<file path="src/rtl/seg7_scan_decoder_pkg.sv">
// Shared definitions for the 7-segment scan decoder: glyph patterns ({a..g},
// 1 = lit), FSM state encodings and a one-hot helper.
package seg7_scan_decoder_pkg;

  localparam logic [6:0] SEG_0 = 7'b1111110;
  localparam logic [6:0] SEG_1 = 7'b0110000;
  localparam logic [6:0] SEG_2 = 7'b1101101;
  localparam logic [6:0] SEG_3 = 7'b1111001;
  localparam logic [6:0] SEG_4 = 7'b0110011;
  localparam logic [6:0] SEG_5 = 7'b1011011;
  localparam logic [6:0] SEG_6 = 7'b1011111;
  localparam logic [6:0] SEG_7 = 7'b1110000;
  localparam logic [6:0] SEG_8 = 7'b1111111;
  localparam logic [6:0] SEG_9 = 7'b1111011;
  localparam logic [6:0] SEG_A = 7'b1110111;
  localparam logic [6:0] SEG_B = 7'b0011111;
  localparam logic [6:0] SEG_C = 7'b1001110;
  localparam logic [6:0] SEG_D = 7'b0111101;
  localparam logic [6:0] SEG_E = 7'b1001111;
  localparam logic [6:0] SEG_F = 7'b1000111;

  typedef enum logic [1:0] {
    ST_IDLE   = 2'd0,
    ST_SETTLE = 2'd1,
    ST_HOLD   = 2'd2
  } state_t;

  // Select vectors are at most 8 digits wide; narrower ones are zero-extended.
  function automatic logic is_onehot8(input logic [7:0] x);
    return (x != 8'd0) && ((x & (x - 8'd1)) == 8'd0);
  endfunction

endpackage

</file>
<file path="src/rtl/seg7_pattern_decode.sv">
// Combinational glyph decoder: segment pattern {a..g} to hex value plus a
// valid flag; anything that is not one of the 16 hex glyphs is invalid.
module seg7_pattern_decode
  import seg7_scan_decoder_pkg::*;
(
  input  logic [6:0] seg,
  output logic       valid,
  output logic [3:0] val
);

  always_comb begin
    valid = 1'b1;
    val   = 4'h0;
    case (seg)
      SEG_0:   val = 4'h0;
      SEG_1:   val = 4'h1;
      SEG_2:   val = 4'h2;
      SEG_3:   val = 4'h3;
      SEG_4:   val = 4'h4;
      SEG_5:   val = 4'h5;
      SEG_6:   val = 4'h6;
      SEG_7:   val = 4'h7;
      SEG_8:   val = 4'h8;
      SEG_9:   val = 4'h9;
      SEG_A:   val = 4'hA;
      SEG_B:   val = 4'hB;
      SEG_C:   val = 4'hC;
      SEG_D:   val = 4'hD;
      SEG_E:   val = 4'hE;
      SEG_F:   val = 4'hF;
      default: valid = 1'b0;
    endcase
  end

endmodule

</file>
<file path="src/rtl/seg7_scan_decoder.sv">
// Monitors a multiplexed 7-segment bus and recovers the value on each digit
// once its pattern has been stable long enough; reports frames and staleness.
module seg7_scan_decoder
  import seg7_scan_decoder_pkg::*;
#(
  parameter int NUM_DIGITS     = 4,
  parameter int STABLE_CYCLES  = 16,
  parameter int TIMEOUT_CYCLES = 1048576,
  parameter int AN_ACTIVE_LOW  = 1
) (
  input  logic                    clk,
  input  logic                    rst_n,
  input  logic [7:0]              seg_i,
  input  logic [NUM_DIGITS-1:0]   an_i,
  output logic [4*NUM_DIGITS-1:0] value_o,
  output logic [NUM_DIGITS-1:0]   dp_o,
  output logic [NUM_DIGITS-1:0]   err_o,
  output logic                    frame_valid_o,
  output logic                    stale_o
);

  localparam int CW = $clog2(STABLE_CYCLES);
  localparam int TW = $clog2(TIMEOUT_CYCLES + 1);
  localparam logic [CW-1:0] CNT_MAX = CW'(STABLE_CYCLES - 1);
  localparam logic [TW-1:0] T_MAX = TW'(TIMEOUT_CYCLES);
  localparam logic [TW-1:0] T_LAST = TW'(TIMEOUT_CYCLES - 1);
  localparam logic [NUM_DIGITS-1:0] AN_IDLE = (AN_ACTIVE_LOW != 0) ? {NUM_DIGITS{1'b1}} : '0;
  localparam logic [NUM_DIGITS-1:0] ALL_SEEN = {NUM_DIGITS{1'b1}};

  logic [7:0]            seg_m, seg_s;
  logic [NUM_DIGITS-1:0] an_m, an_s;
  logic [NUM_DIGITS-1:0] sel_m, sel;
  logic [CW-1:0]         cnt;
  logic [TW-1:0]         tcnt;
  logic [NUM_DIGITS-1:0] seen_mask;
  state_t                state;
  logic                  chg, sel_onehot, sel_m_onehot, capture;
  logic                  dec_valid;
  logic [3:0]            dec_val;

  always_ff @(posedge clk or negedge rst_n) begin
    if (!rst_n) begin
      seg_m <= 8'h00;
      seg_s <= 8'h00;
      an_m  <= AN_IDLE;
      an_s  <= AN_IDLE;
    end else begin
      seg_m <= seg_i;
      seg_s <= seg_m;
      an_m  <= an_i;
      an_s  <= an_m;
    end
  end

  assign sel_m = (AN_ACTIVE_LOW != 0) ? ~an_m : an_m;
  assign sel   = (AN_ACTIVE_LOW != 0) ? ~an_s : an_s;
  assign sel_onehot   = is_onehot8(8'(sel));
  assign sel_m_onehot = is_onehot8(8'(sel_m));

  // chg flags that s takes a new value at this edge, so cnt reads 0 in the
  // first cycle of a new pattern and capture lands STABLE_CYCLES samples later.
  assign chg = {an_m, seg_m} != {an_s, seg_s};
  assign capture = (state == ST_SETTLE) && (cnt == CNT_MAX) && sel_onehot;

  always_ff @(posedge clk or negedge rst_n) begin
    if (!rst_n) cnt <= '0;
    else if (chg) cnt <= '0;
    else if (cnt != CNT_MAX) cnt <= cnt + 1'b1;
  end

  seg7_pattern_decode u_decode (
    .seg   (seg_s[7:1]),
    .valid (dec_valid),
    .val   (dec_val)
  );

  // FSM plus all registered outputs; capture beats a simultaneous timeout.
  always_ff @(posedge clk or negedge rst_n) begin
    if (!rst_n) begin
      state         <= ST_IDLE;
      value_o       <= '0;
      dp_o          <= '0;
      err_o         <= '0;
      frame_valid_o <= 1'b0;
      stale_o       <= 1'b0;
      seen_mask     <= '0;
      tcnt          <= '0;
    end else begin
      frame_valid_o <= 1'b0;

      if (chg) begin
        state <= sel_m_onehot ? ST_SETTLE : ST_IDLE;
      end else begin
        case (state)
          ST_IDLE:   if (sel_onehot) state <= ST_SETTLE;
          ST_SETTLE: if (capture) state <= ST_HOLD;
          ST_HOLD:   state <= ST_HOLD;
          default:   state <= ST_IDLE;
        endcase
      end

      if (capture) begin
        for (int k = 0; k < NUM_DIGITS; k++) begin
          if (sel[k]) begin
            value_o[4*k +: 4] <= dec_valid ? dec_val : 4'h0;
            dp_o[k]           <= seg_s[0];
            err_o[k]          <= !dec_valid;
          end
        end
        tcnt <= '0;
        if ((seen_mask | sel) == ALL_SEEN) begin
          seen_mask     <= '0;
          frame_valid_o <= 1'b1;
          stale_o       <= 1'b0;
        end else begin
          seen_mask <= seen_mask | sel;
        end
      end else if (tcnt != T_MAX) begin
        tcnt <= tcnt + 1'b1;
        if (tcnt == T_LAST) begin
          stale_o   <= 1'b1;
          seen_mask <= '0;
        end
      end
    end
  end

endmodule

</file>
<file path="config.mk">
export PLATFORM = sky130hd
export DESIGN_NAME = seg7_scan_decoder
export DESIGN_NICKNAME = d
export VERILOG_FILES = /design/src/rtl/seg7_scan_decoder_pkg.sv /design/src/rtl/seg7_pattern_decode.sv /design/src/rtl/seg7_scan_decoder.sv
export SDC_FILE = /design/constraint.sdc
export NUM_CORES = 1
export LEC_CHECK = 0
export CAP_MARGIN = 25
export CORE_ASPECT_RATIO = 1.5
export CORE_MARGIN = 2
export CORE_UTILIZATION = 51
export DETAILED_ROUTE_END_ITERATION = 7
export PLACE_DENSITY = 0.76
export SYNTH_ARGS = -nofsm -noshare
export SYNTH_HDL_FRONTEND = slang
export SYNTH_SLANG_ARGS = --single-unit
</file>
<file path="constraint.sdc">
create_clock -name clk -period 1.7 [get_ports clk]
set_input_delay 0.51 -clock clk [delete_from_list [all_inputs] [get_ports clk]]
set_output_delay 0.51 -clock clk [all_outputs]
set_load 0.05 [all_outputs]
</file>
==> metrics.sh <==
OUTCOME='finished with violations'
VIOLATIONS_IN_THE_FINAL_REPORTS='negative setup slack'
SYNTH.TOP_CELL.AREA_SHARE_PCT=48.7
ROUTED_WIRELENGTH_UM=8260
DPL.CELL_COUNT=510
ROUTABILITYCONGESTION=0.918
TIMING.FINAL.HOLD_VIOLATIONS=0
TOTAL_GRT_USAGE_PCT=22.6
ROUTE.VIAS.TOTAL=2815
WORST-R2R-SETUP-SLACK_PS=-120
SYNTH.YOSYS.WARNINGS=0
FINALCLOCKSKEW_PS=8.43
FINISH.NET_COUNT=444
REPORT.FINAL.SETUP_VIOL=26
SETUP.WORST_PATH.START_CLASS='flip-flop'
ASYNC_RESET_FF_SHARE_PCT=100
SYNTH_CELLS=331
ANTENNA-DIODE-COUNT=0
CTSHTREEMAXLEVEL=3
DESIGN.PORTCOUNT=40
PWR_DENSITY_CELL_mW_PER_MM2=678
CORE-AREA_MM2=0.00718
SYNTH.FF_LATCH_COUNT=81
POST_SYNTH_INSTANCE_AREA_MM2=0.00375
DP_HPWL_UM=6070
DETAIL_ROUTE.VIAS_PER_CELL=5.31
POSTPLACECELLAREA_MM2=0.00490
DRC_ERRORS=0
CRITPATHARRIVALTIME_PS=2070
GRT_PASS1_VIAS=2900
SYNTH.LIB_CELLS_USED.DISTINCT=49
CRITPATHCAPTURETYPE='flip-flop'
MAXCAPVIOLCOUNT=0
FINAL_ANTENNA_NET_COUNT=0
POWER.LEAKAGE_nW=2.38
TRITONCTS='yes'
WORST_SLEW_PIN_SLEW_PS=301
DRT-MET1-WL_UM=3200
NUMBER_OF_BUFFERS_BETWEEN_CLOCK_ROOT_AND_THE_DEEPEST_SINK=2
DIE_AREA_MM2=0.00807
MOST_USED_STANDARD_CELLS_IN_THE_SYNTHESIZED_NETLIST='sky130_fd_sc_hd__dfrtp_1, sky130_fd_sc_hd__nor2_1, sky130_fd_sc_hd__xor2_1, sky130_fd_sc_hd__mux2_2, sky130_fd_sc_hd__nand2_1'
YOSYSSEQAREASHARE_PCT=54.3
DIE_W_UM=74.0
MIN_PERIOD_OVER_PERIOD_PCT=107
CRITICAL_PATH_PEAK_FANOUT=6
WL_MET2_UM=4590
FIN_CELLS=530
CELL_DEPTH_OF_THE_WORST_FLOP_TO_FLOP_PATH=5
DETAIL_ROUTE.ITER0.VIOLATIONS=155
CLKSLEWWORSTSETUPHOLDPATHS_PS=80
SYN-MEAN-INSTANCE-AREA_UM2=11.3
SYNTH_AREA_LEADER_CELL='sky130_fd_sc_hd__dfrtp_1'
ROUTE.TOP_LAYER_USED='met4'
CTS-BUFFERS-INSERTED=9
NUMPORTBUFFERS=39
YS_TOP_CELLS_BY_AREA='sky130_fd_sc_hd__dfrtp_1, sky130_fd_sc_hd__mux2_2, sky130_fd_sc_hd__dfstp_2'
GRT_ANTENNA_BEFORE_REPAIR=0
WORST_HOLD_PATH_TYPE='flip-flop to flip-flop'
ACHIEVABLE-FREQUENCY_MHz=549
MET3_WIRELENGTH_UM=275
SYNTH_ENABLE_FLOP_CELLS=0
ORIGIN_OF_THE_WORST_SETUP_PATH='an_s[3]$_DFF_PN1_'
FIRST_PASS_ITERS=4
GRT-OVFL-TOTAL=0
FINAL_UTIL_PCT=73.4
REQUIRED_TIME_WORST_ENDPOINT_PS=1950
FINALWORSTPATHREQUIREDPERIOD_PS=1820
GRT_PASS1_WL_UM=13800
SYN_NETS=350
SYNTH.MOST_COMMON_CELL='sky130_fd_sc_hd__dfrtp_1'
CRIT_TYPE='flip-flop to flip-flop'
DIE_HEIGHT_UM=109
RELSLEWSLACK_PCT=79.7
RSZ_0062_RAISED_AFTER_GLOBAL_ROUTING='yes'
TIMING.FINAL.MAX_SLEW_VIOLATIONS=0
AREA_GROWTH_SYN_TO_LAYOUT_PCT=40.5
FRACTION_OF_LAYOUT_CELLS_WITH_A_SIZE_SUFFIX_ABOVE_1_PCT=38.4
CTS-ROOT-BUF='sky130_fd_sc_hd__clkbuf_8'
CRITICAL_PATH.REG2REG.STARTPOINT='an_s[3]$_DFF_PN1_'
FIN_WS_PS=-123
NUMCLOCKSINKS=81
ENDPOINT_OF_THE_LOWEST_SLACK_REGISTER_TO_REGISTER_PATH='value_o[9]$_DFFE_PN0P_'
INITIAL_UTILIZATION_PCT=52.2
SOURCE_TO_SINK_CLOCK_DELAY_AT_THE_LATER_PIN_OF_THE_WORST_SKEW_PAIR_PS=360
CP_ENDPOINT='value_o[9]$_DFFE_PN0P_'
LAYOUT.CELL_AREA.NON_FILLER_MM2=0.00527
GRT_START_MAX_NET_PINS=40
ROWS=38
ROUTED_LEN_INST_UM=15.6
POSTSYNTH.TOPFLOPCELL='sky130_fd_sc_hd__dfrtp_1'
VDD.IR_DROP.WORST_V=0.000491
stage by stage:
| step | hold WS (ps) | setup WS (ps) | total power (W) | TNS [ps] |
|---|---|---|---|---|
| finish | 393 | -123 | 0.00357 | -2210 |
| global route | 398 | -202 | 0.00373 | -4730 |
| detailed placement | 344 | -105 | 0.00232 | -1940 |
| floorplan | 214 | -85.1 | 0.00216 | -1870 |
| global placement | 342 | -54.2 | 0.00231 | -1120 |
| CTS | 392 | -111 | 0.00361 | -2190 |
kinds of logic after synthesis:
family	after synthesis	share of synthesized area [%]
buffers and inverters	20	2.47
DFF	81	54.3
AOI/OAI and AO/OA	35	6.37
adders and majority gates	6	1.93
xor gates and xnor gates	35	8.17
muxes	26	7.74
and+or+nand+nor	128	19.0
state kept, by name, summed over array words and instances, names as in the netlist:
signal         count
cnt                4
stale_o            1
seg_m              8
an_s               4
seen_mask          4
seg_s              8
tcnt              21
err_o              4
an_m               4
value_o           16
state              2
frame_valid_o      1
dp_o               4
final cells by class:
cell class / count / area (um^2)
Clock buffer: 11 / 151
Multi-Input combinational cell: 230 / 1780
Fill cell: 476 / 1910
Timing Repair Buffer: 94 / 1100
Tap cell: 100 / 125
Inverter: 9 / 33.8
Clock inverter: 5 / 30.0
Sequential cell: 81 / 2050
worst min-delay path by stage:
stage / from / endpoint / slack [ps] / cells past startpoint
3_5_place_dp: rst_n / seg_s[2]$_DFF_PN0_ / 340 / 1
4_1_cts: an_m[0]$_DFF_PN1_ / an_s[0]$_DFF_PN1_ / 390 / 0
6_report: an_m[0]$_DFF_PN1_ / an_s[0]$_DFF_PN1_ / 390 / 0
2_1_floorplan: rst_n / cnt[0]$_DFFE_PN0P_ / 210 / 0
5_1_grt: an_m[0]$_DFF_PN1_ / an_s[0]$_DFF_PN1_ / 400 / 0
3_3_place_gp: rst_n / seg_s[2]$_DFF_PN0_ / 340 / 1
cells in the final DEF, fill, tap and decap left out, drive strengths merged, types with 11 or more instances in the layout:
cell	n
xnor2	11
mux2	24
clkdlybuf4s50	12
dfrtp	73
nor2	44
clkbuf	11
buf	81
xor2	24
nand2	20
nand3	16
timing repair:
item | CTS | global route
setup buffers | 0 | 3
hold buffers | 1 | 0
pin swaps | 1 | 6
gates cloned | 0 | 0
endpoints found under the hold margin | 5 | 0
endpoints found under the setup margin | 33 | 56
gates resized for setup | 12 | 31
where the power goes:
group          switching (W)  internal [W]
combinational       0.000139      0.000142
sequential         0.0000471       0.00197
clock               0.000675      0.000601
layer usage:
layer | global-route usage (%) | up-vias
met4 | 8.18 | 0
met5 | 0 | -
met3 | 4.71 | 15
met2 | 40.8 | 68
li1 | - | 1347
met1 | 25.7 | 1385
worst max-delay path: stages (launching register included):
cell	delay (ps)
sky130_fd_sc_hd__dfstp_2	590
sky130_fd_sc_hd__xnor2_2	100
sky130_fd_sc_hd__o211ai_2	210
sky130_fd_sc_hd__nand3_4	170
sky130_fd_sc_hd__nor2_4	260
sky130_fd_sc_hd__mux2_2	380
No activity file was read; power rests on OpenSTA's default activity.
